## src/rtl/polar_pkg.sv

```systemverilog
// ---------------------------------------------------------------------------
// polar_pkg
// Shared types and constants for the serial polar encoder.
//   state_e           : frame FSM states (load message, encode, stream out)
//   POLAR_N_LOG2_MAX  : largest supported log2 of the code length
// ---------------------------------------------------------------------------
package polar_pkg;

    localparam int POLAR_N_LOG2_MAX = 10;

    typedef enum logic [1:0] {
        S_LOAD = 2'd0,
        S_ENC  = 2'd1,
        S_OUT  = 2'd2
    } state_e;

endpackage

```

## src/rtl/polar_butterfly_stage.sv

```systemverilog
// ---------------------------------------------------------------------------
// polar_butterfly_stage
// One in-place butterfly stage of the polar transform x = u * F^(xn),
// F = [1 0; 1 1], natural order. Purely combinational.
//   data_i  [N-1:0]      : current buffer contents
//   stage_i [N_LOG2-1:0] : stage index s (0 .. N_LOG2-1)
//   data_o  [N-1:0]      : buffer after the stage; for every i whose bit s is
//                          0, data_o[i] = data_i[i] ^ data_i[i + 2**s]
// ---------------------------------------------------------------------------
module polar_butterfly_stage #(
    parameter int N_LOG2 = 3
) (
    input  logic [(2**N_LOG2)-1:0] data_i,
    input  logic [N_LOG2-1:0]      stage_i,
    output logic [(2**N_LOG2)-1:0] data_o
);

    localparam int N = 2**N_LOG2;
    localparam logic [N_LOG2-1:0] ONE = N_LOG2'(1);

    logic [N_LOG2-1:0] stage_bit;

    assign stage_bit = ONE << stage_i;

    for (genvar i = 0; i < N; i++) begin : g_bfly
        localparam logic [N_LOG2-1:0] IDX = N_LOG2'(i);
        logic [N_LOG2-1:0] partner;

        // OR-ing in the stage bit yields i + 2**s whenever bit s of i is 0,
        // and stays inside the buffer for any stage value.
        assign partner   = IDX | stage_bit;
        assign data_o[i] = ((IDX & stage_bit) != '0) ? data_i[i]
                                                     : data_i[i] ^ data_i[partner];
    end

endmodule

```

## src/rtl/polar_encoder.sv

```systemverilog
// ---------------------------------------------------------------------------
// polar_encoder
// Serial-in / serial-out polar encoder, x = u * F^(xn), natural order.
// Collects N = 2**N_LOG2 message bits, runs N_LOG2 butterfly stages (one per
// cycle) in place, then streams the N code bits with valid/ready handshake.
//
// Parameters
//   N_LOG2       : log2 of code length, 1 .. POLAR_N_LOG2_MAX
//   FROZEN_MASK  : bit i = 1 marks u[i] as frozen to 0 (only with macro)
// Build option
//   POLAR_FROZEN_EN : when defined, frozen positions are filled with 0 without
//                     consuming input; only info positions take in_bit.
// Ports
//   clk        in  : clock, all logic on posedge
//   rst        in  : synchronous active-high reset
//   in_valid   in  : in_bit carries a message bit
//   in_ready   out : block accepts in_bit this cycle
//   in_bit     in  : message bit, first accepted bit of a frame is u[0]
//   out_valid  out : out_bit carries a code bit
//   out_ready  in  : downstream accepts out_bit this cycle
//   out_bit    out : code bit, first emitted is x[0]
//   out_last   out : high together with x[N-1]
//   busy       out : high while encoding or streaming
// ---------------------------------------------------------------------------
module polar_encoder
    import polar_pkg::*;
#(
    parameter int                    N_LOG2      = 3,
    parameter logic [(2**N_LOG2)-1:0] FROZEN_MASK = 8'b0001_0111
) (
    input  logic clk,
    input  logic rst,
    input  logic in_valid,
    output logic in_ready,
    input  logic in_bit,
    output logic out_valid,
    input  logic out_ready,
    output logic out_bit,
    output logic out_last,
    output logic busy
);

    localparam int N = 2**N_LOG2;
    localparam logic [N_LOG2-1:0] IDX_LAST = '1;
    localparam logic [N_LOG2-1:0] STG_LAST = N_LOG2'(N_LOG2 - 1);
    localparam logic [N_LOG2-1:0] IDX_ONE  = N_LOG2'(1);

    if (N_LOG2 < 1 || N_LOG2 > POLAR_N_LOG2_MAX) begin : g_bad_n_log2
        $error("polar_encoder: N_LOG2 out of range");
    end

`ifdef POLAR_FROZEN_EN
    localparam logic [N-1:0] FROZEN = FROZEN_MASK;
`else
    // Mask has no effect in this build: every position is an info position.
    localparam logic [N-1:0] FROZEN = FROZEN_MASK & '0;
`endif

    state_e            state_q, state_d;
    logic [N-1:0]      data_q;
    logic [N-1:0]      data_enc;
    logic [N_LOG2-1:0] wr_idx_q;
    logic [N_LOG2-1:0] stg_q;
    logic [N_LOG2-1:0] rd_idx_q;

    logic cur_frozen;
    logic load_step;
    logic wr_last;
    logic stg_last;
    logic rd_last;
    logic out_fire;

    // A frozen position advances on its own; an info position waits for data.
    assign cur_frozen = FROZEN[wr_idx_q];
    assign load_step  = (state_q == S_LOAD) && (cur_frozen || in_valid);
    assign wr_last    = (wr_idx_q == IDX_LAST);
    assign stg_last   = (stg_q == STG_LAST);
    assign rd_last    = (rd_idx_q == IDX_LAST);
    assign out_fire   = (state_q == S_OUT) && out_ready;

    polar_butterfly_stage #(
        .N_LOG2 (N_LOG2)
    ) u_stage (
        .data_i  (data_q),
        .stage_i (stg_q),
        .data_o  (data_enc)
    );

    // State register.
    // NOTE: sequential state uses non-blocking (<=) so every flop samples the
    // pre-edge values, independent of statement order.
    always_ff @(posedge clk) begin
        if (rst) begin
            state_q <= S_LOAD;
        end else begin
            state_q <= state_d;
        end
    end

    // Next-state logic.
    always_comb begin
        state_d = state_q;
        case (state_q)
            S_LOAD:  if (load_step && wr_last)  state_d = S_ENC;
            S_ENC:   if (stg_last)              state_d = S_OUT;
            S_OUT:   if (out_fire && rd_last)   state_d = S_LOAD;
            default:                            state_d = S_LOAD;
        endcase
    end

    // Outputs, decoded from state and registers only.
    // NOTE: every output gets a default before the case so no path leaves it
    // unassigned, which would otherwise infer a latch.
    always_comb begin
        in_ready  = 1'b0;
        out_valid = 1'b0;
        out_bit   = 1'b0;
        out_last  = 1'b0;
        busy      = 1'b0;
        case (state_q)
            S_LOAD: in_ready = !cur_frozen;
            S_ENC:  busy     = 1'b1;
            S_OUT: begin
                busy      = 1'b1;
                out_valid = 1'b1;
                out_bit   = data_q[rd_idx_q];
                out_last  = rd_last;
            end
            default: ;
        endcase
    end

    // Frame buffer and counters. Each counter returns to 0 explicitly after
    // its terminal value so the next frame always starts from index 0.
    // NOTE: the frame buffer is a small flop vector, not a RAM, so it is
    // cleared by reset together with the counters.
    always_ff @(posedge clk) begin
        if (rst) begin
            data_q   <= '0;
            wr_idx_q <= '0;
            stg_q    <= '0;
            rd_idx_q <= '0;
        end else begin
            case (state_q)
                S_LOAD: begin
                    if (load_step) begin
                        data_q[wr_idx_q] <= in_bit & ~cur_frozen;
                        wr_idx_q         <= wr_last ? '0 : wr_idx_q + IDX_ONE;
                    end
                end
                S_ENC: begin
                    data_q <= data_enc;
                    stg_q  <= stg_last ? '0 : stg_q + IDX_ONE;
                end
                S_OUT: begin
                    if (out_fire) begin
                        rd_idx_q <= rd_last ? '0 : rd_idx_q + IDX_ONE;
                    end
                end
                default: ;
            endcase
        end
    end

endmodule
```

## config.mk

```make
export PLATFORM = sky130hd
export DESIGN_NAME = polar_encoder
export DESIGN_NICKNAME = d
export VERILOG_FILES = /design/src/rtl/polar_pkg.sv /design/src/rtl/polar_butterfly_stage.sv /design/src/rtl/polar_encoder.sv
export SDC_FILE = /design/constraint.sdc
export NUM_CORES = 1
export LEC_CHECK = 0
export BUFFER_PORTS_ARGS = -buffer_cell sky130_fd_sc_hd__buf_2
export CORE_MARGIN = 8
export CORE_UTILIZATION = 59
export CTS_CLUSTER_SIZE = 30
export DETAILED_ROUTE_END_ITERATION = 8
export GPL_ROUTABILITY_DRIVEN = 0
export PLACE_DENSITY = 0.78
export SLEW_MARGIN = 20
export SYNTH_ARGS = -nofsm -noshare
export SYNTH_HDL_FRONTEND = slang
export SYNTH_SLANG_ARGS = --single-unit
```

## constraint.sdc

```tcl
create_clock -name clk -period 2.5 [get_ports clk]
set_input_delay 0.5 -clock clk [delete_from_list [all_inputs] [get_ports clk]]
set_output_delay 0.5 -clock clk [all_outputs]
set_load 0.01 [all_outputs]
```

=== Word level (Yosys, flattened, before mapping) ===
Memories as Yosys holds them, arrays and structs flattened. A register that Yosys moved wholly into a read port is not among the register bits.
Index checks and enable logic that the tools add are counted.

* Bits in registers: 19
* Bits in read-only memories: 8
* Bits of input ports: 5
* Output and inout port bits: 5
* Memories kept: 1

{| class="wikitable"
|+ Memory list
! name !! depth !! width !! read ports !! clocked after Yosys merged registers in !! wr ports !! line !! RTL
|-
| (name not given) || 8 || 1 || 1 || 1 || 0 || polar_encoder.sv:74 || <nowiki>assign cur_frozen = FROZEN[wr_idx_q];</nowiki>
|}

* Add/sub/neg operators: 3
* $lt $le $gt $ge: 10
* Equality and inequality tests: 16
* Shifts and indexed selects: 1
* Muxes and demuxes: 43
* Bitwise logic cells: 9
* Reduce and logical (&&, ||, !) cells: 25

{| class="wikitable"
|+ Operators by type and width
! operator !! number
|-
| 3-bit by 4-bit less-than comparator with 1-bit output, second input constant || 9
|-
| 1-bit 2-to-1 mux || 25
|-
| 3-bit AND reduction || 8
|-
| 2-bit != test, second input constant || 9
|-
| 8-bit one-hot mux with 2 select lines || 1
|-
| 3-bit 2-to-1 mux || 5
|-
| 3-bit nonzero test || 4
|-
| 3-bit by 1-bit adder with 3-bit output, second input constant || 3
|-
| 8-bit bitwise mux || 1
|-
| 8-bit 2-to-1 mux || 1
|-
| 1-bit bitwise XOR || 7
|-
| 1-bit binary-select mux with 2-bit select || 3
|-
| 1-bit binary-select mux with 3-bit select || 2
|-
| 3-bit equality test, second input constant || 2
|-
| 2-bit 2-to-1 mux || 3
|-
| 2-bit one-hot mux with 3 select lines || 1
|-
| 2-bit AND reduction || 3
|-
| 1-bit logical AND || 5
|-
| 2-bit by 1-bit != test with 1-bit output, second input constant || 2
|-
| 1-bit demux with 3-bit select || 1
|-
| 3-bit by 2-bit equality test with 1-bit output, second input constant || 1
|-
| 3-bit by 1-bit greater-or-equal comparator with 1-bit output, second input constant || 1
|-
| 1-bit by 3-bit left shift with 3-bit output, first input constant || 1
|-
| 2-bit by 1-bit equality test with 1-bit output, second input constant || 1
|-
| other kinds (8) || 8
|}

=== Longest topological paths before layout ===
* Depth in word-level cells: 7
* Gate-level depth with buffers: 8

=== By module ===
A second synthesis with hierarchy kept.

* Cells, all modules: 177
* Area, all modules: 1522.7 µm²

{| class="wikitable"
|+ Modules (own cells, without submodules)
! module !! times used !! cells an instance !! area an instance (µm²)
|-
| polar_encoder || 1 || 131 || 1208.7
|-
| polar_butterfly_stage || 1 || 46 || 314.1
|}

=== Worst setup path before layout ===
No wires, ideal clock.

* Path kind: reg2reg
* Start: reg state_q[1]
* End: reg data_q[4]
* Arrival time: 1.679 ns
* Required time: 2.426 ns
* Slack: 0.747 ns
* Stages on the path, launching flop included: 7
* Buffers on the path: 0
* Period minus slack after synthesis: 1.753 ns
* Path through: dfxtp_1 -> inv_1 -> ha_1 -> or4b_4 -> a21boi_1 -> or3b_1 -> a31oi_1

* Word-level cells in the longest chain between the ends: 4
* Elaborated cells between the ends (all ways): 8

{| class="wikitable"
|+ RTL lines
! what !! line !! RTL
|-
| start: declaration || polar_encoder.sv:59 || <nowiki>state_e state_q, state_d;</nowiki>
|-
| start signal: assignment || polar_encoder.sv:96 || <nowiki>state_q <= state_d;</nowiki>
|-
| 2-bit zero test || polar_encoder.sv:75, polar_encoder.sv:144 ||
|-
| 1-bit logical AND || polar_encoder.sv:75 || <nowiki>assign load_step = (state_q == S_LOAD) && (cur_frozen || in_valid);</nowiki>
|-
| 2-bit != test (no source line) || - ||
|-
| 3-bit AND reduction (no source line) || - ||
|-
| end signal: indexed assignment || polar_encoder.sv:147 || <nowiki>data_q[wr_idx_q] <= in_bit & ~cur_frozen;</nowiki>
|-
| end signal: assignment || polar_encoder.sv:152 || <nowiki>data_q <= data_enc;</nowiki>
|-
| end: declaration || polar_encoder.sv:60 || <nowiki>logic [N-1:0] data_q;</nowiki>
|}

Parallel ways exist; a longest one is shown, timed or not.
A chain may end at the register's enable or synchronous reset.

=== Worst setup path in the final report ===
* Start: reg state_q[1]
* End: reg data_q[7]

The elaborated chain is that of the path after synthesis.

==> run summary <==
Area grow syn2layout - 4.03%
Total die area - 4320 um^2
RSZ-0062 raised after global routing - no
Slowest cell on crit path - or4_1
Largest delay share family, worst path - simple AND/OR/NAND/NOR gates
Yosys reg bits - 19
Post-synthesis instance area - 1460 um^2
Worst rel slew slack - 0.513
CP Data Arrival Time - 2.44 ns
Final Cell Area - 1520 um^2
Placed Area - 1490 um^2
GRT Util Overall - 0.166
HPWL Detailed - 2480 um
Mapped Nets - 187
Crit. End Element - flop
Die span in x - 65.7 um
Fillers - 198
Final TNS setup - 0 ns
Synth Instances - 174
Worst setup path category - reg -> reg
Final number of hold-violating endpoints - 0
Yosys warns - 0
Final-stage net count - 192
Crit Path Max Fanout - 18
Seq pwr share - 0.590
Comb pwr share - 0.111
Initial drt markers - 134
Switching pwr - 0.000150 W
CP Launch Type - flop
Vias in the first global route - 1273
Vias - 1391
Worst Clk Skew - 0.00641 ns
Min Tclk post-route - 2.20 ns
Clk root buf - clkbuf_4
Total gr overflow - 0
Die Height - 65.7 um
CP Buf/Inv Count - 1
Initial Util - 0.605
TritonCTS clock tree - built
Fin crit share - 0.881
Hold Slack - 0.477 ns
Status - finished, final reports clean
Max Cap Violations - 0
Final ANT Viol Nets - 0
Reg clk slew, reported paths - 0.11 ns
Compound-Gate Fraction of Synth Area - 0.203
Synthesized-area fraction occupied by and/or/nand/nor cells - 0.278
Post-Layout Cell Count - 208
Post-synth EDFFs - 0
PnR worst setup slack - 0.298 ns
Syn_area_per_cell - 8.38 um^2
Avg WL per Cell - 17.0 um
Drt pass-1 iters - 5
PortBufs - 9
Floorplan row count - 18
Xor-xnor portion of the synthesized cell area - 0.0240
H-tree depth - 1
I/O pin count - 10
Synth async-reset ratio - 0
Antenna cells - 0
Multiplexer share of the synthesized area - 0.103
Skew-Pair Late Insertion Delay - 0.31 ns
Internal - 0.000397 W
Pre-CTS WS - 0.360 ns
Sw Share - 0.274
Worst path cell trace - inv_1 -> ha_1 -> mux2i_1 -> or4_1 -> a21oi_1
Synth Area in Adders - 0.0686
Max incr delay on CP - 0.62 ns
Layout cells sized above 1 - 0.107
Tightest Hold Check Type - in -> reg
Initial antenna violation count - 0
Top_reg_cell synth - dfxtp_1
Clock power share - 0.299
Final wirelength - 3540 um
Pin count of the biggest net entering global routing - 23
Sequential area share after synthesis - 0.261
CTS buffer count - 3
Yosys cell types - 57
Maximum vdd ir drop - 0.355 mV
Clock Tree Buf Depth - 2
Core ar. - 2410 um^2
Finish-stage setup viols - 0
Leakage power - 0.538 nW
Largest family of logic cells by synthesized area - simple AND/OR/NAND/NOR gates
Max Fclk - 454 MHz
Clock sink count - 19
PostCTS Resize Cnt - 0
Slew @ Worst Pin - 0.729 ns
Placed cell count - 204
First-pass GRT wire length - 5870 um
Cts hold-fix bufs - 0
Number of vias per cell - 6.69
CP required - 2.74 ns
Post CTS Setup Buffer Count - 0
DRC viols - 0
Power per cell area - 360 nW/um^2
Slew Viols, Final - 0
[power by group through the flow]
stage / clock network, W / logic, W / registers (W)
5_1_grt: 0.000179 / 0.0000676 / 0.000323
4_1_cts: 0.000166 / 0.0000597 / 0.000322
2_1_floorplan: 0 / 0.0000516 / 0.000320
6_report: 0.000164 / 0.0000607 / 0.000322
3_5_place_dp: 0 / 0.0000594 / 0.000329
3_3_place_gp: 0 / 0.0000573 / 0.000329
[worst reg2reg max path: cells and delay by family (launching register included)]
family | cells | cell delay (ns)
flip-flops | 1 | 0.34
multiplexers | 1 | 0.39
adder cells (fa/ha/maj) | 1 | 0.55
buffers and inverters | 1 | 0.09
AO/OA/AOI/OAI | 1 | 0.16
AND/OR/NAND/NOR | 1 | 0.62
[registers in the layout (all words and copies together) (netlist names)]
| signal | count |
|---|---|
| data_q | 8 |
| wr_idx_q | 3 |
| rd_idx_q | 3 |
| state_q | 2 |
| stg_q | 3 |
[cells in the mapped netlist, drive strengths merged (3+ instances only)]
master / n / area, um^2
dfxtp: 19 / 380
a21oi: 13 / 65.1
nor2: 13 / 48.8
nand2: 10 / 37.5
buf: 9 / 61.3
mux2i: 9 / 90.1
ha: 8 / 100
nand3: 8 / 40.0
o21ai: 7 / 35.0
nor2b: 6 / 37.5
nor3: 6 / 30.0
inv: 5 / 18.8
nand2b: 4 / 25.0
nor3b: 4 / 30.0
clkbuf: 3 / 11.3
[through the flow]
step | utilization | total power (W)
3_3_place_gp | 0.619 | 0.000386
5_1_grt | 0.630 | 0.000570
2_1_floorplan | - | 0.000372
6_report | 0.630 | 0.000547
3_5_place_dp | 0.619 | 0.000388
4_1_cts | 0.630 | 0.000547
[path summary, 6_finish.rpt]
kind / startpoint / slack (ns) / cells past startpoint / to
setup reg to reg: state_q[1] / 0.30 / 5 / data_q[7]
hold reg to reg: rd_idx_q[2] / 0.51 / 2 / rd_idx_q[2]
hold / removal: out_ready / 0.48 / 3 / rd_idx_q[1]
setup / recovery: state_q[1] / 0.30 / 5 / data_q[7]
[cell usage in the layout (no fill, tap or decap), drive strengths merged, types with 4 or more instances in the layout]
master / instances
dfxtp: 19
nor2b: 6
nand2: 10
mux2i: 9
nand3: 8
nand2b: 4
nor3: 6
clkbuf: 4
buf: 12
o21ai: 7
nor2: 13
nor3b: 4
a21oi: 13
ha: 8
inv: 5
[cell families (layout without fill, tap and decap cells)]
family | after synthesis | after routing
fa+ha+maj | 8 | 8
simple gates | 70 | 70
mux | 12 | 12
flops | 19 | 19
xor+xnor | 4 | 4
compound gates | 44 | 44
buf+inv | 17 | 21
[final cells by class]
class	count	area, um^2	area share
Timing Repair Buffer	12	67.6	0.0445
Clock buffer	4	26.3	0.0173
Tap cell	30	37.5	0.0247
Sequential cell	19	380	0.251
Inverter	5	18.8	0.0124
Multi-Input combinational cell	138	987	0.650
[per-layer routing]
layer  GRT usage  up-vias  share of wire
met4      0.0654        0          0.015
met3      0.0306        9          0.075
met5           0        -              0
met1       0.202      655           0.43
li1            -      670              -
met2       0.280       57           0.48
No activity file was read; power rests on OpenSTA's default activity.
